### src/rtl/ysyx_22041412_wbu_if.sv
`default_nettype none
// ============================================================================
//  Module   : ysyx_22041412_wbu_if
//  Purpose  : Bundles the write-back unit's handshake, register-file write
//             and scoreboard query signals.
//  Ports    : master = pipeline/testbench side, slave = write-back unit side.
//             iss_*  : long-latency op issue (sets scoreboard bit)
//             alu_*  : single-cycle result handshake
//             lsu_*  : long-latency result handshake
//             Rw/Wen/BusW : register-file write port
//             rs1/rs2/q_rd -> hazard, busy : scoreboard query / debug
//  Revision : 1.0 - initial release
// ============================================================================
interface ysyx_22041412_wbu_if;
  logic        iss_valid;
  logic [4:0]  iss_rd;
  logic        alu_valid;
  logic [4:0]  alu_rd;
  logic [63:0] alu_data;
  logic        alu_ready;
  logic        lsu_valid;
  logic [4:0]  lsu_rd;
  logic [63:0] lsu_data;
  logic        lsu_ready;
  logic [4:0]  Rw;
  logic        Wen;
  logic [63:0] BusW;
  logic [4:0]  rs1;
  logic [4:0]  rs2;
  logic [4:0]  q_rd;
  logic        hazard;
  logic [31:0] busy;

  modport master (
    output iss_valid, iss_rd,
    output alu_valid, alu_rd, alu_data,
    input  alu_ready,
    output lsu_valid, lsu_rd, lsu_data,
    input  lsu_ready,
    input  Rw, Wen, BusW,
    output rs1, rs2, q_rd,
    input  hazard, busy
  );

  modport slave (
    input  iss_valid, iss_rd,
    input  alu_valid, alu_rd, alu_data,
    output alu_ready,
    input  lsu_valid, lsu_rd, lsu_data,
    output lsu_ready,
    output Rw, Wen, BusW,
    input  rs1, rs2, q_rd,
    output hazard, busy
  );
endinterface
`default_nettype wire

### src/rtl/ysyx_22041412_wbu.sv
`default_nettype none
// ============================================================================
//  Module   : ysyx_22041412_wbu
//  Purpose  : Write-back unit. Arbitrates between single-cycle ALU results and
//             queued long-latency results (long results have priority), drives
//             a registered register-file write port and tracks pending
//             long-latency destinations in a 32-bit scoreboard.
//  Ports    : clk  - clock, all state on posedge
//             rst  - synchronous active-high reset
//             bus  - ysyx_22041412_wbu_if.slave (handshakes, RF write, hazard)
//  Revision : 1.0 - initial release
// ============================================================================
module ysyx_22041412_wbu #(
  parameter int LONG_DEPTH = 2
) (
  input  logic                      clk,
  input  logic                      rst,
  ysyx_22041412_wbu_if.slave        bus
);

  // LONG_DEPTH is a power of two >= 2, so pointers wrap naturally.
  localparam int              AW       = $clog2(LONG_DEPTH);
  localparam int              CW       = AW + 1;
  localparam logic [CW-1:0]   FULL_CNT = CW'(LONG_DEPTH);

  logic [4:0]    fifo_rd_q   [LONG_DEPTH];
  logic [63:0]   fifo_data_q [LONG_DEPTH];
  logic [AW-1:0] wr_ptr_q, wr_ptr_d;
  logic [AW-1:0] rd_ptr_q, rd_ptr_d;
  logic [CW-1:0] count_q, count_d;

  logic [4:0]    rw_q, rw_d;
  logic          wen_q, wen_d;
  logic [63:0]   busw_q, busw_d;
  logic          long_q, long_d;   // output stage holds a long result
  logic [31:0]   busy_q, busy_d;

  logic          push, pop, alu_acc, sel_valid;
  logic [4:0]    sel_rd;
  logic [63:0]   sel_data;
  logic [31:0]   set_mask, clr_mask;

  assign bus.lsu_ready = (count_q != FULL_CNT) & ~rst;
  // ALU is only accepted when no long result is waiting.
  assign bus.alu_ready = (count_q == '0) & ~rst;

  assign push    = bus.lsu_valid & bus.lsu_ready;
  // Pop depends on the registered count only, so a result pushed this
  // cycle cannot leave before the next one.
  assign pop     = (count_q != '0) & ~rst;
  assign alu_acc = bus.alu_valid & bus.alu_ready;

  always_comb begin
    sel_valid = pop | alu_acc;
    sel_rd    = bus.alu_rd;
    sel_data  = bus.alu_data;
    if (pop) begin
      sel_rd   = fifo_rd_q[rd_ptr_q];
      sel_data = fifo_data_q[rd_ptr_q];
    end

    // x0 results are consumed but never written; Rw/BusW keep old values.
    wen_d  = sel_valid & (sel_rd != 5'd0);
    rw_d   = wen_d ? sel_rd   : rw_q;
    busw_d = wen_d ? sel_data : busw_q;
    long_d = pop;

    wr_ptr_d = push ? wr_ptr_q + AW'(1) : wr_ptr_q;
    rd_ptr_d = pop  ? rd_ptr_q + AW'(1) : rd_ptr_q;
    count_d  = count_q + CW'(push) - CW'(pop);

    set_mask = '0;
    if (bus.iss_valid && (bus.iss_rd != 5'd0)) set_mask = 32'd1 << bus.iss_rd;
    // Clear on the edge the register file commits a long result.
    clr_mask = '0;
    if (wen_q && long_q) clr_mask = 32'd1 << rw_q;
    // Set after clear so a simultaneous set wins; bit 0 never set.
    busy_d = ((busy_q & ~clr_mask) | set_mask) & ~32'd1;
  end

  always_ff @(posedge clk) begin
    if (rst) begin
      wr_ptr_q <= '0;
      rd_ptr_q <= '0;
      count_q  <= '0;
      rw_q     <= '0;
      wen_q    <= 1'b0;
      busw_q   <= '0;
      long_q   <= 1'b0;
      busy_q   <= '0;
    end else begin
      wr_ptr_q <= wr_ptr_d;
      rd_ptr_q <= rd_ptr_d;
      count_q  <= count_d;
      rw_q     <= rw_d;
      wen_q    <= wen_d;
      busw_q   <= busw_d;
      long_q   <= long_d;
      busy_q   <= busy_d;
    end
  end

  // Storage needs no reset: validity is carried by the count.
  always_ff @(posedge clk) begin
    if (push) begin
      fifo_rd_q[wr_ptr_q]   <= bus.lsu_rd;
      fifo_data_q[wr_ptr_q] <= bus.lsu_data;
    end
  end

  assign bus.Rw     = rw_q;
  assign bus.Wen    = wen_q;
  assign bus.BusW   = busw_q;
  assign bus.busy   = busy_q;
  assign bus.hazard = busy_q[bus.rs1] | busy_q[bus.rs2] | busy_q[bus.q_rd];

endmodule
`default_nettype wire

### src/flat_wrapper.sv
// flat-port wrapper written by rule: the top's interface ports become plain ports
module ysyx_22041412_wbu_flat 
#(
  parameter int LONG_DEPTH = 2
)
  (clk, rst, bus_iss_valid, bus_iss_rd, bus_alu_valid, bus_alu_rd, bus_alu_data, bus_alu_ready, bus_lsu_valid, bus_lsu_rd, bus_lsu_data, bus_lsu_ready, bus_Rw, bus_Wen, bus_BusW, bus_rs1, bus_rs2, bus_q_rd, bus_hazard, bus_busy);
  ysyx_22041412_wbu_if bus_i ();
  input  logic clk;
  input  logic rst;
  input wire logic [$bits(bus_i.iss_valid)-1:0] bus_iss_valid;
  input wire logic [$bits(bus_i.iss_rd)-1:0] bus_iss_rd;
  input wire logic [$bits(bus_i.alu_valid)-1:0] bus_alu_valid;
  input wire logic [$bits(bus_i.alu_rd)-1:0] bus_alu_rd;
  input wire logic [$bits(bus_i.alu_data)-1:0] bus_alu_data;
  output wire logic [$bits(bus_i.alu_ready)-1:0] bus_alu_ready;
  input wire logic [$bits(bus_i.lsu_valid)-1:0] bus_lsu_valid;
  input wire logic [$bits(bus_i.lsu_rd)-1:0] bus_lsu_rd;
  input wire logic [$bits(bus_i.lsu_data)-1:0] bus_lsu_data;
  output wire logic [$bits(bus_i.lsu_ready)-1:0] bus_lsu_ready;
  output wire logic [$bits(bus_i.Rw)-1:0] bus_Rw;
  output wire logic [$bits(bus_i.Wen)-1:0] bus_Wen;
  output wire logic [$bits(bus_i.BusW)-1:0] bus_BusW;
  input wire logic [$bits(bus_i.rs1)-1:0] bus_rs1;
  input wire logic [$bits(bus_i.rs2)-1:0] bus_rs2;
  input wire logic [$bits(bus_i.q_rd)-1:0] bus_q_rd;
  output wire logic [$bits(bus_i.hazard)-1:0] bus_hazard;
  output wire logic [$bits(bus_i.busy)-1:0] bus_busy;
  assign bus_i.iss_valid = bus_iss_valid;
  assign bus_i.iss_rd = bus_iss_rd;
  assign bus_i.alu_valid = bus_alu_valid;
  assign bus_i.alu_rd = bus_alu_rd;
  assign bus_i.alu_data = bus_alu_data;
  assign bus_alu_ready = bus_i.alu_ready;
  assign bus_i.lsu_valid = bus_lsu_valid;
  assign bus_i.lsu_rd = bus_lsu_rd;
  assign bus_i.lsu_data = bus_lsu_data;
  assign bus_lsu_ready = bus_i.lsu_ready;
  assign bus_Rw = bus_i.Rw;
  assign bus_Wen = bus_i.Wen;
  assign bus_BusW = bus_i.BusW;
  assign bus_i.rs1 = bus_rs1;
  assign bus_i.rs2 = bus_rs2;
  assign bus_i.q_rd = bus_q_rd;
  assign bus_hazard = bus_i.hazard;
  assign bus_busy = bus_i.busy;
  ysyx_22041412_wbu #(.LONG_DEPTH(LONG_DEPTH)) u_core (.clk(clk), .rst(rst), .bus(bus_i));
endmodule
### config.mk
export PLATFORM = sky130hd
export DESIGN_NAME = ysyx_22041412_wbu_flat
export DESIGN_NICKNAME = d
export VERILOG_FILES = /design/src/rtl/ysyx_22041412_wbu_if.sv /design/src/rtl/ysyx_22041412_wbu.sv /design/src/flat_wrapper.sv
export SDC_FILE = /design/constraint.sdc
export NUM_CORES = 1
export LEC_CHECK = 0
export BUFFER_PORTS_ARGS = -buffer_cell sky130_fd_sc_hd__buf_2
export CAP_MARGIN = 20
export CORE_MARGIN = 3
export CORE_UTILIZATION = 27
export CTS_BUF_LIST = sky130_fd_sc_hd__clkbuf_8
export CTS_CLUSTER_DIAMETER = 60
export CTS_CLUSTER_SIZE = 25
export DETAILED_ROUTE_END_ITERATION = 6
export SYNTH_ARGS = -nofsm -noshare
export SYNTH_HDL_FRONTEND = slang
export SYNTH_SLANG_ARGS = --single-unit
### constraint.sdc
create_clock -name clk -period 12.43 [get_ports clk]
set_clock_uncertainty 0.15 [all_clocks]
set_input_delay 1.243 -clock clk [delete_from_list [all_inputs] [get_ports clk]]
set_output_delay 1.243 -clock clk [all_outputs]
set_load 0.05 [all_outputs]
# Word-level counts from Yosys, hierarchy flattened
# Memory sizes are Yosys's and may differ from the RTL's. A register that Yosys moved wholly into a read port is not among the register bits.
# Index checks and enable logic that the tools add are counted.
# totals
register_bits	107
mem_bits_rw	138
output_inout_bits	105
wordCells	56
memories	2
# op_classes
n_addsub	4
magnitude_cmp	3
n_eq_ne	1
shifts	2
mux	16
n_bitwise	13
reduce_logical	6
# memory_table
memory	depth	word_bits	read_ports	rd_clocked_by_memory_dff	wr	line_no	text
u_core.fifo_data_q	2	64	1	1	1	ysyx_22041412_wbu.sv:27	logic [63:0] fifo_data_q [LONG_DEPTH];
u_core.fifo_rd_q	2	5	1	1	1	ysyx_22041412_wbu.sv:26	logic [4:0] fifo_rd_q [LONG_DEPTH];
# op_table
cell	n
2-to-1 mux 32 bit	2
2-to-1 mux 64 bit	1
left shift 1 x 5 -> 32 bit (first input constant)	2
AND 32 bit	1
inverter 32 bit	1
OR 32 bit	1
less-than comparator 5 x 6 -> 1 bit (second input constant)	3
binary-select mux 1 bit (select 5 bit)	3
nonzero test 5 bit	2
2-to-1 mux 1 bit	9
AND 1 bit	6
2-to-1 mux 5 bit	1
OR 1 bit	3
adder 1 bit (second input constant)	2
adder 2 x 1 -> 2 bit	1
logical AND 1 bit	2
zero test 2 bit	1
!= test 2 bit (second input constant)	1
nonzero test 2 bit	1
subtractor 2 x 1 -> 2 bit	1
inverter 1 bit	1

# Longest topological paths before layout
# logic_depth
depth_word	5
ltp_mapped	12
depth_no_buf	8

# Worst setup path after synthesis
# No wires, ideal clock.
# synth_path
path_type	input port to flip-flop
start	input port rst
end	memory u_core.fifo_data_q[0][0] (enable)
setup_time_ns	0.497
t_arrival_ns	5.361
setup_slack_ns	6.422
stages	4
n_path_buf	1
path_cell_list	buf_6 -> a21oi_1 -> nand2_1 -> nor2_1
# synth_via
elab_chain_cells	5
# synth_lines
element	line_no	text
from (decl)	flat_wrapper.sv:9	input logic rst;
inverter 1 bit	ysyx_22041412_wbu.sv:43	assign bus.lsu_ready = (count_q != FULL_CNT) & ~rst;
AND 1 bit	ysyx_22041412_wbu.sv:43	
net bus_lsu_ready	flat_wrapper.sv:19	output wire logic [$bits(bus_i.lsu_ready)-1:0] bus_lsu_ready;
AND 1 bit	ysyx_22041412_wbu.sv:47	assign push = bus.lsu_valid & bus.lsu_ready;
2-to-1 mux 1 bit	ysyx_22041412_wbu.sv:105	if (push) begin
2-to-1 mux 1 bit (not written as such)	ysyx_22041412_wbu.sv:107	fifo_data_q[wr_ptr_q] <= bus.lsu_data;
to (decl)	ysyx_22041412_wbu.sv:27	
# The timed path passes the listed nets, and every way through them passes these cells.

# Worst setup path in the final report
# layout_path
start	input port bus_q_rd[0]
end	output port bus_hazard
# layout_via
elab_chain_cells	3
# layout_lines
element	line_no	text
from (decl)	flat_wrapper.sv:25	input wire logic [$bits(bus_i.q_rd)-1:0] bus_q_rd;
binary-select mux 1 bit (select 5 bit)	ysyx_22041412_wbu.sv:115	assign bus.hazard = busy_q[bus.rs1] | busy_q[bus.rs2] | busy_q[bus.q_rd];
2-to-1 mux 1 bit (not written as such)	ysyx_22041412_wbu.sv:115	
OR 1 bit	ysyx_22041412_wbu.sv:115	
to (decl)	flat_wrapper.sv:26	output wire logic [$bits(bus_i.hazard)-1:0] bus_hazard;
# Every way passes these cells. The select of a mux whose other input is x is not followed.

==> metrics.txt <==
setup_tns 0 ns; crit path cell chain buf_2, mux4_2, a32oi_1, o32ai_1, nor3_1, nand4_1, buf_2; busiest grt layer met2; crit path capture bus_hazard; pin count of the biggest net entering global routing 78; antenna violations before repair 9; power per cell area a little under 200 mW/mm2; die width ~200 um; Routed Antenna Nets 0; CP required around 11 ns; clock buffer depth 3; global routing usage on met3 0.0364; Layout area overhead 22.6%; DRT iter0 DRCs between 400 and 500; worst ir drop on vdd 0.000107 V; global-route wire length before repair 43900 um; Num CTS Buffers 22; number of synthesized register bits ~250; routed vias about 7.5k; placed cell area 0.0123 mm2; flop2flop setup slack 8.53 ns; Vias/cell between 4 and 5; fin crit share 0.344; reg2reg end u_core.bus.BusW[37]; Lkg Pwr ~5.0 nW; M1 GR Usage 0.168; # hold bufs at CTS 0; max incr delay on CP approximately 0.54 ns; most frequent CP cell buf_2; dpl hpwl ~20000 um; Arrival @ worst endpoint just under 3 ns; Worst-path clk slew approximately 0.10 ns; cts repair resizes 0; Seq/Total Area, Yosys 0.596; post-synthesis simple-gate area fraction 0.111; critical-path maximum fanout 9; fin nets between 1k and 1.5k; cell area after layout around 0.013 mm2; Layout fillers ~3.9k; DIE AREA 0.0415 mm2; area leader, netlist edfxtp_1; critical setup path kind primary input to output port; buffers added on ports 266; die height between 200 and 250 um; worst slew pin tran between 1 and 1.5 ns; Slowest-stage cell, CP mux4_2; core region area between 0.03 and 0.04 mm2; slew margin rel. 0.301; worst hold slack 0.325 ns; Yosys Warn Count 0; Total GRT Usage 0.134; vias in the first global route between 7k and 8k; Remaining DRCs 0; CP Capture Type output port; count of cell types in the netlist 38; met2 Use GR 0.231; syn nets 1026; Startpoint Class primary input; Routed wire per std cell 17.6 um; total wire length 28800 um; RePlAce Congestion a little under 0.9; Starting Density 0.277; adder-cell share of the synthesized area 0.00237; DR pass1 iterations 4; later-pin clock latency in the skew report 0.58 ns; Fmax 234 MHz; post-synthesis instance total around 860; multiplexer share of the synthesized area 0.191; Worst Hold Class flop to flop; leading post-synthesis cells by cell area edfxtp_1 (39%), dfxtp_1 (20%), mux2i_1 (14%); Post-Synth XOR/XNOR Area 0.00332; crit path time final between 4 and 5 ns; complex-gate fraction of the synthesized area 0.0696; CTS tree yes; IO Count roughly 270; final hold vios 0; layout cells sized above 1 0.310; htree depth 1; max-cap violations 0; footprint of the multi-input gates 0.00401 mm2; Register Area 0.00629 mm2; largest family of logic cells by synthesized area multiplexers; setup violators final 0; root buffer cell clkbuf_8; num rows 71; reg2reg path depth 7; GR Overflow Total 0; max-slew violations 0; Critical Path Start bus_q_rd[0]; top cell type's share of synthesized area 0.393; status complete, no violations; RSZ-0062 raised after global routing no; clk sinks between 200 and 250; Avg Cell Area, Syn about 12 um2; Cell Area, Synth ~0.011 mm2; Post-CTS Setup Bufs 0
state kept, by name (all words and copies together), names as in the netlist, 2 cells and up, named ones only:
signal and cells:
u_core.bus.busy 31, u_core.bus.BusW 64, u_core.bus.Rw 5, u_core.count_q 2, u_core.fifo_rd_q 10, u_core.fifo_data_q 128
kinds of logic after synthesis:
family          Yosys count
buf+inv                  60
mux                     175
flops                   245
other cells               1
fa+ha+maj                 2
xor+xnor                  4
simple gates            234
compound gates          140
cell usage after synthesis:
cell type,n
nor3b_1,1
o21bai_4,1
xnor2_1,1
xor2_1,3
or3_1,1
nand2b_1,72
or2_2,5
nor2b_1,5
nand2_1,40
a21oi_1,99
nand3b_1,4
o21a_1,1
a32oi_1,1
a21bo_2,1
o32ai_1,1
dfxtp_1,107
o21ai_0,34
conb_1,1
nand3_1,8
buf_2,13
clkbuf_1,30
nor3_1,6
o211ai_1,1
mux2_2,4
nand4b_1,4
inv_1,8
nor2_1,78
edfxtp_1,138
and3_1,2
mux2i_1,150
nand4_1,5
mux4_2,21
buf_4,1
a22oi_1,1
buf_1,4
and2_1,3
ha_1,2
buf_6,4
worst min path at each step:
stage	start	end	slack [ns]	cells past startpoint
6_report	u_core.bus.BusW[20]	u_core.bus.BusW[20]	0.32	2
5_1_grt	u_core.bus.BusW[46]	u_core.bus.BusW[46]	0.35	2
4_1_cts	u_core.bus.BusW[20]	u_core.bus.BusW[20]	0.33	2
3_5_place_dp	u_core.bus.BusW[24]	u_core.bus.BusW[24]	0.31	2
3_3_place_gp	u_core.bus.BusW[27]	u_core.bus.BusW[27]	0.31	2
2_1_floorplan	u_core.rd_ptr_q	flop	0.32	2
layer usage:
| layer | up-vias | share of wire |
|---|---|---|
| li1 | 3604 | - |
| met4 | 8 | 0.017 |
| met1 | 3611 | 0.41 |
| met5 | - | 0.0016 |
| met2 | 277 | 0.49 |
| met3 | 43 | 0.081 |
power breakdown:
part	leakage, nW	internal [mW]	switching, mW	total, mW
logic	2.60	0.256	0.587	0.843
clock network	0.285	0.225	0.343	0.568
registers	2.15	0.982	0.0903	1.07
total	5.04	1.46	1.02	2.48
through the flow:
step	util	power, mW	worst slack [ns]	instances
floorplan	-	1.72	6.42	861
global placement	0.324	1.94	7.67	1592
detailed placement	0.324	1.95	7.57	1592
CTS	0.339	2.52	8.14	1632
global route	0.339	2.61	7.97	1634
finish	0.339	2.48	8.15	1636
layout make-up:
type	count	area share
diodes	4	0.000774
clock buffers	22	0.0234
clock inverters	18	0.0208
inverters	8	0.00232
multi-input cells	556	0.310
flip-flops and latches	245	0.487
well taps	511	0.0495
repair buffers	272	0.107
placed cells by master (no fill, tap or decap), types with 2 or more instances in the layout:
cell type	Yosys	layout
dfxtp_1	107	106
inv_1	8	9
a21oi_1	99	99
nand3_1	8	8
nand3b_1	4	4
nand4_1	5	5
edfxtp_1	138	138
nor2_1	78	77
xor2_1	3	3
or2_2	5	5
nor3_1	6	6
inv_16	0	2
nand2b_1	72	72
mux4_2	21	21
inv_6	0	4
buf_2	13	265
nor2b_1	5	5
ha_1	2	2
buf_4	1	7
nand2_1	40	40
clkbuf_8	0	22
nand4b_1	4	4
o21ai_0	34	34
mux2i_1	150	150
clkinv_8	0	6
mux2_2	4	4
and2_1	3	3
diode_2	0	4
worst max-delay path, delay by kind of cell:
family	cells	cell delay, ns
compound gates	2	0.35
buf+inv	2	0.45
mux	1	0.54
simple gates	2	0.31
Power figures use the tool's default switching activity.
